### src/rtl/keypad_bcd_entry_if.sv
// -----------------------------------------------------------------------------
// keypad_bcd_entry_if
//   Bundles the keypad matrix lines and the BCD entry outputs of
//   keypad_bcd_entry.
//
//   row       keypad rows, active-low, pulled up, asynchronous to clk
//   col       keypad column drive, active-low, exactly one bit low
//   key_code  code of the last accepted key
//   key_valid one-clk pulse when a key is accepted
//   ones      BCD digit 0
//   tens      BCD digit 1
//   hundred   BCD digit 2
//   thousand  BCD digit 3
//
//   master: the keypad entry block (reads row, drives everything else)
//   slave : the keypad / display side (drives row, reads everything else)
// -----------------------------------------------------------------------------
interface keypad_bcd_entry_if;
    logic [3:0] row;
    logic [3:0] col;
    logic [3:0] key_code;
    logic       key_valid;
    logic [3:0] ones;
    logic [3:0] tens;
    logic [3:0] hundred;
    logic [3:0] thousand;

    modport master (
        input  row,
        output col, key_code, key_valid, ones, tens, hundred, thousand
    );

    modport slave (
        output row,
        input  col, key_code, key_valid, ones, tens, hundred, thousand
    );
endinterface

### src/rtl/keypad_bcd_entry.sv
// -----------------------------------------------------------------------------
// keypad_bcd_entry
//   Scans a 4x4 active-low matrix keypad, debounces presses and releases, and
//   assembles a 4-digit BCD number from the accepted keys.
//   Digit keys shift in from the right, A clears, B deletes the last digit,
//   C-F are reported but leave the digits alone.
//
//   clk  input   system clock, rising edge
//   rst  input   asynchronous, active-high reset
//   kp   master  row in; col, key_code, key_valid, ones/tens/hundred/thousand out
//
//   CLK_DIV        clk cycles per scan tick (>= 2)
//   DEBOUNCE_TICKS stable ticks needed to accept a press and a release (>= 1)
// -----------------------------------------------------------------------------
module keypad_bcd_entry #(
    parameter int CLK_DIV        = 5000,
    parameter int DEBOUNCE_TICKS = 20
) (
    input  logic                   clk,
    input  logic                   rst,
    keypad_bcd_entry_if.master     kp
);

    localparam int TW = $clog2(CLK_DIV);
    localparam int CW = $clog2(DEBOUNCE_TICKS + 1);
    localparam logic [TW-1:0] TICK_LAST = TW'(CLK_DIV - 1);
    localparam logic [CW-1:0] DB_DONE   = CW'(DEBOUNCE_TICKS);

    typedef enum logic [1:0] {
        S_SCAN,
        S_DEBOUNCE,
        S_HELD
    } state_e;

    // Index (0..3) of the low bit of a one-low pattern.
    function automatic logic [1:0] low_idx(input logic [3:0] p);
        case (p)
            4'b1101: low_idx = 2'd1;
            4'b1011: low_idx = 2'd2;
            4'b0111: low_idx = 2'd3;
            default: low_idx = 2'd0;
        endcase
    endfunction

    // Key legend as printed on the pad, indexed {row, col}.
    function automatic logic [3:0] key_lookup(input logic [3:0] row_pat,
                                              input logic [3:0] col_pat);
        case ({low_idx(row_pat), low_idx(col_pat)})
            4'h0: key_lookup = 4'h1;
            4'h1: key_lookup = 4'h2;
            4'h2: key_lookup = 4'h3;
            4'h3: key_lookup = 4'hA;
            4'h4: key_lookup = 4'h4;
            4'h5: key_lookup = 4'h5;
            4'h6: key_lookup = 4'h6;
            4'h7: key_lookup = 4'hB;
            4'h8: key_lookup = 4'h7;
            4'h9: key_lookup = 4'h8;
            4'hA: key_lookup = 4'h9;
            4'hB: key_lookup = 4'hC;
            4'hC: key_lookup = 4'hE;
            4'hD: key_lookup = 4'h0;
            4'hE: key_lookup = 4'hF;
            default: key_lookup = 4'hD;
        endcase
    endfunction

    // ---------------------------------------------------------------- state
    logic [3:0]    sync1_q, rs_q;
    logic [TW-1:0] tick_cnt_q;
    state_e        state_q, state_d;
    logic [3:0]    col_q, col_d;
    logic [3:0]    pat_q, pat_d;
    logic [CW-1:0] cnt_q, cnt_d;
    logic [3:0]    key_code_q;
    logic          key_valid_q;
    logic [3:0]    ones_q, tens_q, hundred_q, thousand_q;

    logic          tick;
    logic          rs_valid;
    logic [3:0]    col_rot;
    logic [CW-1:0] cnt_inc;
    logic          accept;
    logic [3:0]    accept_pat;
    logic [3:0]    accept_code;

    // Two-flop synchronizer; presets to "no key" so reset never looks pressed.
    // NOTE: sequential state is always assigned with <= so every flop samples
    // the pre-edge values of the others.
    always_ff @(posedge clk or posedge rst) begin
        if (rst) begin
            sync1_q <= 4'b1111;
            rs_q    <= 4'b1111;
        end else begin
            sync1_q <= kp.row;
            rs_q    <= sync1_q;
        end
    end

    // Free-running scan tick divider.
    assign tick = (tick_cnt_q == TICK_LAST);

    always_ff @(posedge clk or posedge rst) begin
        if (rst)       tick_cnt_q <= '0;
        else if (tick) tick_cnt_q <= '0;
        else           tick_cnt_q <= tick_cnt_q + 1'b1;
    end

    // Exactly one row low; x & (x-1) clears the lowest set bit of x.
    assign rs_valid = (~rs_q != 4'b0000) && (((~rs_q) & ((~rs_q) - 4'b0001)) == 4'b0000);
    assign col_rot  = {col_q[2:0], col_q[3]};
    assign cnt_inc  = cnt_q + 1'b1;

    // ------------------------------------------------------------------ FSM
    always_ff @(posedge clk or posedge rst) begin
        if (rst) begin
            state_q <= S_SCAN;
            col_q   <= 4'b1110;
            pat_q   <= 4'b1111;
            cnt_q   <= '0;
        end else begin
            state_q <= state_d;
            col_q   <= col_d;
            pat_q   <= pat_d;
            cnt_q   <= cnt_d;
        end
    end

    // NOTE: every output of this block gets a default first, so no path
    // leaves a signal unassigned and no latch is inferred.
    always_comb begin
        state_d    = state_q;
        col_d      = col_q;
        pat_d      = pat_q;
        cnt_d      = cnt_q;
        accept     = 1'b0;
        accept_pat = pat_q;

        if (tick) begin
            case (state_q)
                S_SCAN: begin
                    if (rs_valid) begin
                        pat_d = rs_q;
                        // With a single-tick debounce the detecting tick is
                        // already enough to accept; col stays on the key.
                        if (DEBOUNCE_TICKS == 1) begin
                            accept     = 1'b1;
                            accept_pat = rs_q;
                            cnt_d      = '0;
                            state_d    = S_HELD;
                        end else begin
                            cnt_d   = CW'(1);
                            state_d = S_DEBOUNCE;
                        end
                    end else begin
                        col_d = col_rot;
                    end
                end

                S_DEBOUNCE: begin
                    if (rs_q == pat_q) begin
                        if (cnt_inc == DB_DONE) begin
                            accept  = 1'b1;
                            cnt_d   = '0;
                            state_d = S_HELD;
                        end else begin
                            cnt_d = cnt_inc;
                        end
                    end else begin
                        cnt_d   = '0;
                        col_d   = col_rot;
                        state_d = S_SCAN;
                    end
                end

                S_HELD: begin
                    // Release must be clean for DEBOUNCE_TICKS ticks; any
                    // activity (bounce, another key) restarts the count.
                    if (rs_q == 4'b1111) begin
                        if (cnt_inc == DB_DONE) begin
                            cnt_d   = '0;
                            col_d   = col_rot;
                            state_d = S_SCAN;
                        end else begin
                            cnt_d = cnt_inc;
                        end
                    end else begin
                        cnt_d = '0;
                    end
                end

                default: begin
                    cnt_d   = '0;
                    state_d = S_SCAN;
                end
            endcase
        end
    end

    assign accept_code = key_lookup(accept_pat, col_q);

    // --------------------------------------------------------- entry digits
    always_ff @(posedge clk or posedge rst) begin
        if (rst) begin
            key_valid_q <= 1'b0;
            key_code_q  <= 4'h0;
            ones_q      <= 4'h0;
            tens_q      <= 4'h0;
            hundred_q   <= 4'h0;
            thousand_q  <= 4'h0;
        end else begin
            key_valid_q <= accept;
            if (accept) begin
                key_code_q <= accept_code;
                if (accept_code <= 4'd9) begin
                    thousand_q <= hundred_q;
                    hundred_q  <= tens_q;
                    tens_q     <= ones_q;
                    ones_q     <= accept_code;
                end else if (accept_code == 4'hA) begin
                    thousand_q <= 4'h0;
                    hundred_q  <= 4'h0;
                    tens_q     <= 4'h0;
                    ones_q     <= 4'h0;
                end else if (accept_code == 4'hB) begin
                    ones_q     <= tens_q;
                    tens_q     <= hundred_q;
                    hundred_q  <= thousand_q;
                    thousand_q <= 4'h0;
                end
            end
        end
    end

    assign kp.col       = col_q;
    assign kp.key_code  = key_code_q;
    assign kp.key_valid = key_valid_q;
    assign kp.ones      = ones_q;
    assign kp.tens      = tens_q;
    assign kp.hundred   = hundred_q;
    assign kp.thousand  = thousand_q;

endmodule

### src/flat_wrapper.sv
// flat-port wrapper written by rule: the top's interface ports become plain ports
module keypad_bcd_entry_flat 
#(
    parameter int CLK_DIV        = 5000,
    parameter int DEBOUNCE_TICKS = 20
)
  (clk, rst, kp_row, kp_col, kp_key_code, kp_key_valid, kp_ones, kp_tens, kp_hundred, kp_thousand);
  keypad_bcd_entry_if kp_i ();
  input  logic clk;
  input  logic rst;
  input wire logic [$bits(kp_i.row)-1:0] kp_row;
  output wire logic [$bits(kp_i.col)-1:0] kp_col;
  output wire logic [$bits(kp_i.key_code)-1:0] kp_key_code;
  output wire logic [$bits(kp_i.key_valid)-1:0] kp_key_valid;
  output wire logic [$bits(kp_i.ones)-1:0] kp_ones;
  output wire logic [$bits(kp_i.tens)-1:0] kp_tens;
  output wire logic [$bits(kp_i.hundred)-1:0] kp_hundred;
  output wire logic [$bits(kp_i.thousand)-1:0] kp_thousand;
  assign kp_i.row = kp_row;
  assign kp_col = kp_i.col;
  assign kp_key_code = kp_i.key_code;
  assign kp_key_valid = kp_i.key_valid;
  assign kp_ones = kp_i.ones;
  assign kp_tens = kp_i.tens;
  assign kp_hundred = kp_i.hundred;
  assign kp_thousand = kp_i.thousand;
  keypad_bcd_entry #(.CLK_DIV(CLK_DIV), .DEBOUNCE_TICKS(DEBOUNCE_TICKS)) u_core (.clk(clk), .rst(rst), .kp(kp_i));
endmodule
### config.mk
export PLATFORM = sky130hd
export DESIGN_NAME = keypad_bcd_entry_flat
export DESIGN_NICKNAME = d
export VERILOG_FILES = /design/src/rtl/keypad_bcd_entry_if.sv /design/src/rtl/keypad_bcd_entry.sv /design/src/flat_wrapper.sv
export SDC_FILE = /design/constraint.sdc
export NUM_CORES = 1
export LEC_CHECK = 0
export BUFFER_PORTS_ARGS = -buffer_cell sky130_fd_sc_hd__buf_4
export CAP_MARGIN = 20
export CORE_MARGIN = 2
export CORE_UTILIZATION = 65
export CTS_BUF_LIST = sky130_fd_sc_hd__clkbuf_2
export DETAILED_ROUTE_END_ITERATION = 8
export PLACE_DENSITY = 0.87
export SKIP_CTS_REPAIR_TIMING = 1
export SYNTH_ARGS = -nofsm -noshare
export SYNTH_HDL_FRONTEND = slang
export SYNTH_SLANG_ARGS = --single-unit
### constraint.sdc
create_clock -name clk -period 8 [get_ports clk]
set_clock_uncertainty 0.1 [all_clocks]
set_input_delay 0.8 -clock clk [delete_from_list [all_inputs] [get_ports clk]]
set_output_delay 0.8 -clock clk [all_outputs]
set_load 0.02 [all_outputs]
==> impl_metrics.toml <==
[critical_path]
critPathKind = "reg -> reg"
crit_arrival_ns = 3.67
r2r_start = "u_core.tick_cnt_q[0]"
ff2ff_path_depth = 8
reg2reg_setup_slack_ns = 4.65
cp-end-kind = "register"
start_kind = "register"
r2r_end = "u_core.kp.ones[1]"
required_ns = 8.32
worstPathMaxFanout = 12

[sta]
slew_viol_final = 0
fin_crit_sh_pct = 41.9
period_minus_slack_ns = 3.35
setup_tns_ns = 0
tightest_slew_ns = 0.897
max_slew_margin_pct = 40.1
rsz0062_at_grt = "no"
hold_ws_ns = 0.255
setup_violations = 0
hold_violations = 0
max_freq_mhz = 299

[global_routing]
grt_max_degree = 58
grt_antenna_before_repair = 0
grt_pass1_wl_um = 9940
use_met3_pct = 8.56
grt_overflow = 0
first_global_vias = 2143
grt_busiest_layer = "met2"
track_usage_pct = 24.7
use_met1_pct = 33.5
grtUsageMet2_pct = 36.9

[route]
first_iter_violations = 291
remaining_drc_errors = 0
via_count = 2436
wl_um = 6140
first_pass_iters = 5
postRouteAntennaNets = 0
drt-vias-per-instance = 6.29
wl_per_cell_um = 15.9

[floorplan]
die_h_um = 73.1
fp.dieW_um = 73.1
num_io_pins = 31
coreArea_mm2 = 0.00466
rows = 25
die_area_mm2 = 0.00535
start_util_pct = 66.7

[run_status]
outcome = "finished, final reports clean"

[hold_path]
worstHoldPathCells = 0
hold_path_end = "u_core.rs_q[2]"
hp-class = "reg -> reg"
min-delay-start = "u_core.sync1_q[2]"

[run]
drv_cap = 0

[logic_synthesis]
ys_warn_count = 0
synth_seq_cells = 57
synth_edf_count = 0
synthesis.nets = 313
syn_inst = 298
synth_cell_types = 57
avgSynthCellArea_um2 = 10.4
netlist_area_mm2 = 0.00311
synth_seq_area_share_pct = 46.5
async_reset_ff_share_pct = 100
synth_ff_type = "dfrtp_1"

[finish]
fin_nets = 343
antenna_cells = 0
drive_above_1_share_pct = 23.7
syn2layout_area_growth_pct = 11.0
fillerInstances = 323

[cts]
htree_levels = 3
path_clk_slew_ns = 0.15
insertion_delay_ns = 0.49
cts_num_sinks = 57
cts_tree = "done"
root_buffer = "clkbuf_2"
cts_buffer_depth = 2
cts_buffers = 9

[power_and_ir_drop]
vdd_drop_max_v = 0.000139
power_frac_clock_pct = 36.1
combPwrFrac_pct = 2.3
p_int_mw = 0.367
sw_frac_of_total_pct = 23.1
p_per_area_mw_per_mm2 = 138
switchingPower_mw = 0.110
leakage_nw = 1.56
pwr-share-seq_pct = 61.6

[placed_design]
place.port_buffers = 30
routabilityCongestion = 0.886
dp_hpwl_um = 4280
[cells in the mapped netlist (2+ instances only)]
library cell	n	area (µm²)
a21bo_2	2	20.0
a21oi_1	11	55.1
a22o_1	6	52.6
a31oi_1	4	25.0
a32oi_1	8	70.1
and2_1	3	18.8
and3_1	4	25.0
and3b_1	2	17.5
and4_1	3	26.3
and4b_1	2	20.0
buf_2	7	35.0
clkbuf_1	4	15.0
dfrtp_1	42	1050
dfstp_2	15	394
ha_1	9	113
inv_1	14	52.6
mux2_2	8	90.1
mux2i_1	8	80.1
nand2_1	24	90.1
nand3_1	19	95.1
nand3b_1	3	22.5
nand4_1	6	37.5
nand4b_1	3	26.3
nor2_1	14	52.6
nor2b_1	5	31.3
nor3_1	7	35.0
nor4b_1	2	17.5
nor4bb_1	3	30.0
o21ai_0	7	35.0
o21ai_1	8	40.0
xnor2_1	7	61.3
xor2_1	13	114
[sequential cells by signal, indices dropped and copies added (netlist names)]
register and count:
u_core.tick_cnt_q 13, u_core.cnt_q 5, u_core.accept_pat 4, u_core.kp.col 4, u_core.kp.hundred 4, u_core.kp.key_code 4, u_core.kp.ones 4, u_core.kp.tens 4
u_core.kp.thousand 4, u_core.rs_q 4, u_core.sync1_q 4, u_core.state_q 2, u_core.kp.key_valid 1
[per-stage QoR]
| stage | cells | util (%) | area, µm² | power, mW | setup WS [ns] |
|---|---|---|---|---|---|
| 3_5_place_dp | 371 | 71.8 | 3350 | 0.311 | 4.77 |
| 3_3_place_gp | 371 | 71.8 | 3350 | 0.310 | 4.84 |
| 4_1_cts | 387 | 74.0 | 3450 | 0.482 | 4.75 |
| 5_1_grt | 387 | 74.0 | 3450 | 0.498 | 4.44 |
| 2_1_floorplan | 298 | - | 3110 | 0.306 | 5.17 |
| 6_report | 387 | 74.0 | 3450 | 0.477 | 4.65 |
[metal layers]
metal  wire [µm]  vias to the layer above
li1            -                     1161
met1        2850                     1163
met2        2830                      101
met3         357                       11
met4         102                        0
met5           0                        -
[worst max path at each step]
stage / start / endpoint / cells past startpoint
3_5_place_dp: u_core.tick_cnt_q[0] / u_core.kp.ones[1] / 8
6_report: u_core.tick_cnt_q[0] / u_core.kp.ones[1] / 8
2_1_floorplan: u_core.kp.col[3] / u_core.kp.ones[3] / 9
3_3_place_gp: u_core.kp.col[3] / u_core.kp.thousand[2] / 9
4_1_cts: u_core.tick_cnt_q[0] / u_core.kp.ones[1] / 8
5_1_grt: u_core.tick_cnt_q[0] / u_core.kp.ones[1] / 8
[kinds of logic after synthesis]
kind of cell	count (synthesis)	share of synthesized area (%)
xor+xnor	20	5.64
fa+ha+maj	9	3.62
simple gates	106	19.4
buf+inv	26	3.66
compound gates	63	15.0
mux	17	6.20
flops	57	46.5
[critical path, cell delays in order, from the launching register on]
cell      delay (ns)
dfrtp_1         0.43
ha_1            0.24
nor4bb_1        0.32
nand4b_1        0.21
nor2b_1         0.75
nand3_1         0.46
inv_1           0.46
nand2_1         0.13
o21ai_0         0.19
[power groups by stage]
| stage | Sequential, mW | Combinational [mW] | Clock [mW] |
|---|---|---|---|
| 4_1_cts | 0.294 | 0.0116 | 0.177 |
| 2_1_floorplan | 0.298 | 0.00731 | 0 |
| 3_3_place_gp | 0.299 | 0.0114 | 0 |
| 5_1_grt | 0.294 | 0.0129 | 0.190 |
| 3_5_place_dp | 0.299 | 0.0116 | 0 |
| 6_report | 0.294 | 0.0111 | 0.172 |
[layout by cell type, fill, tap and decap left out, drive strengths merged, types with 3 or more instances in the layout]
cell,count
dfrtp,42
buf,31
nand2,25
nand3,19
dfstp,15
nor2,15
o21ai,15
inv,14
xor2,13
a21oi,11
clkbuf,11
ha,9
mux2i,8
mux2,8
a32oi,8
xnor2,7
nor3,7
a22o,7
nand4,6
nor2b,5
and3,4
a31oi,4
clkinv,4
nor4bb,3
and2,3
nand4b,3
nand3b,3
and4,3
[final cells by class]
type	instances	area (µm²)	share of cell area, %
Clock buffer	11	55.1	1.60
Clock inverter	5	46.3	1.34
Inverter	14	52.6	1.52
Multi-Input combinational cell	215	1550	44.9
Sequential cell	57	1450	41.9
Tap cell	54	67.6	1.96
Timing Repair Buffer	31	233	6.75
(Power assumes the default switching activity.)
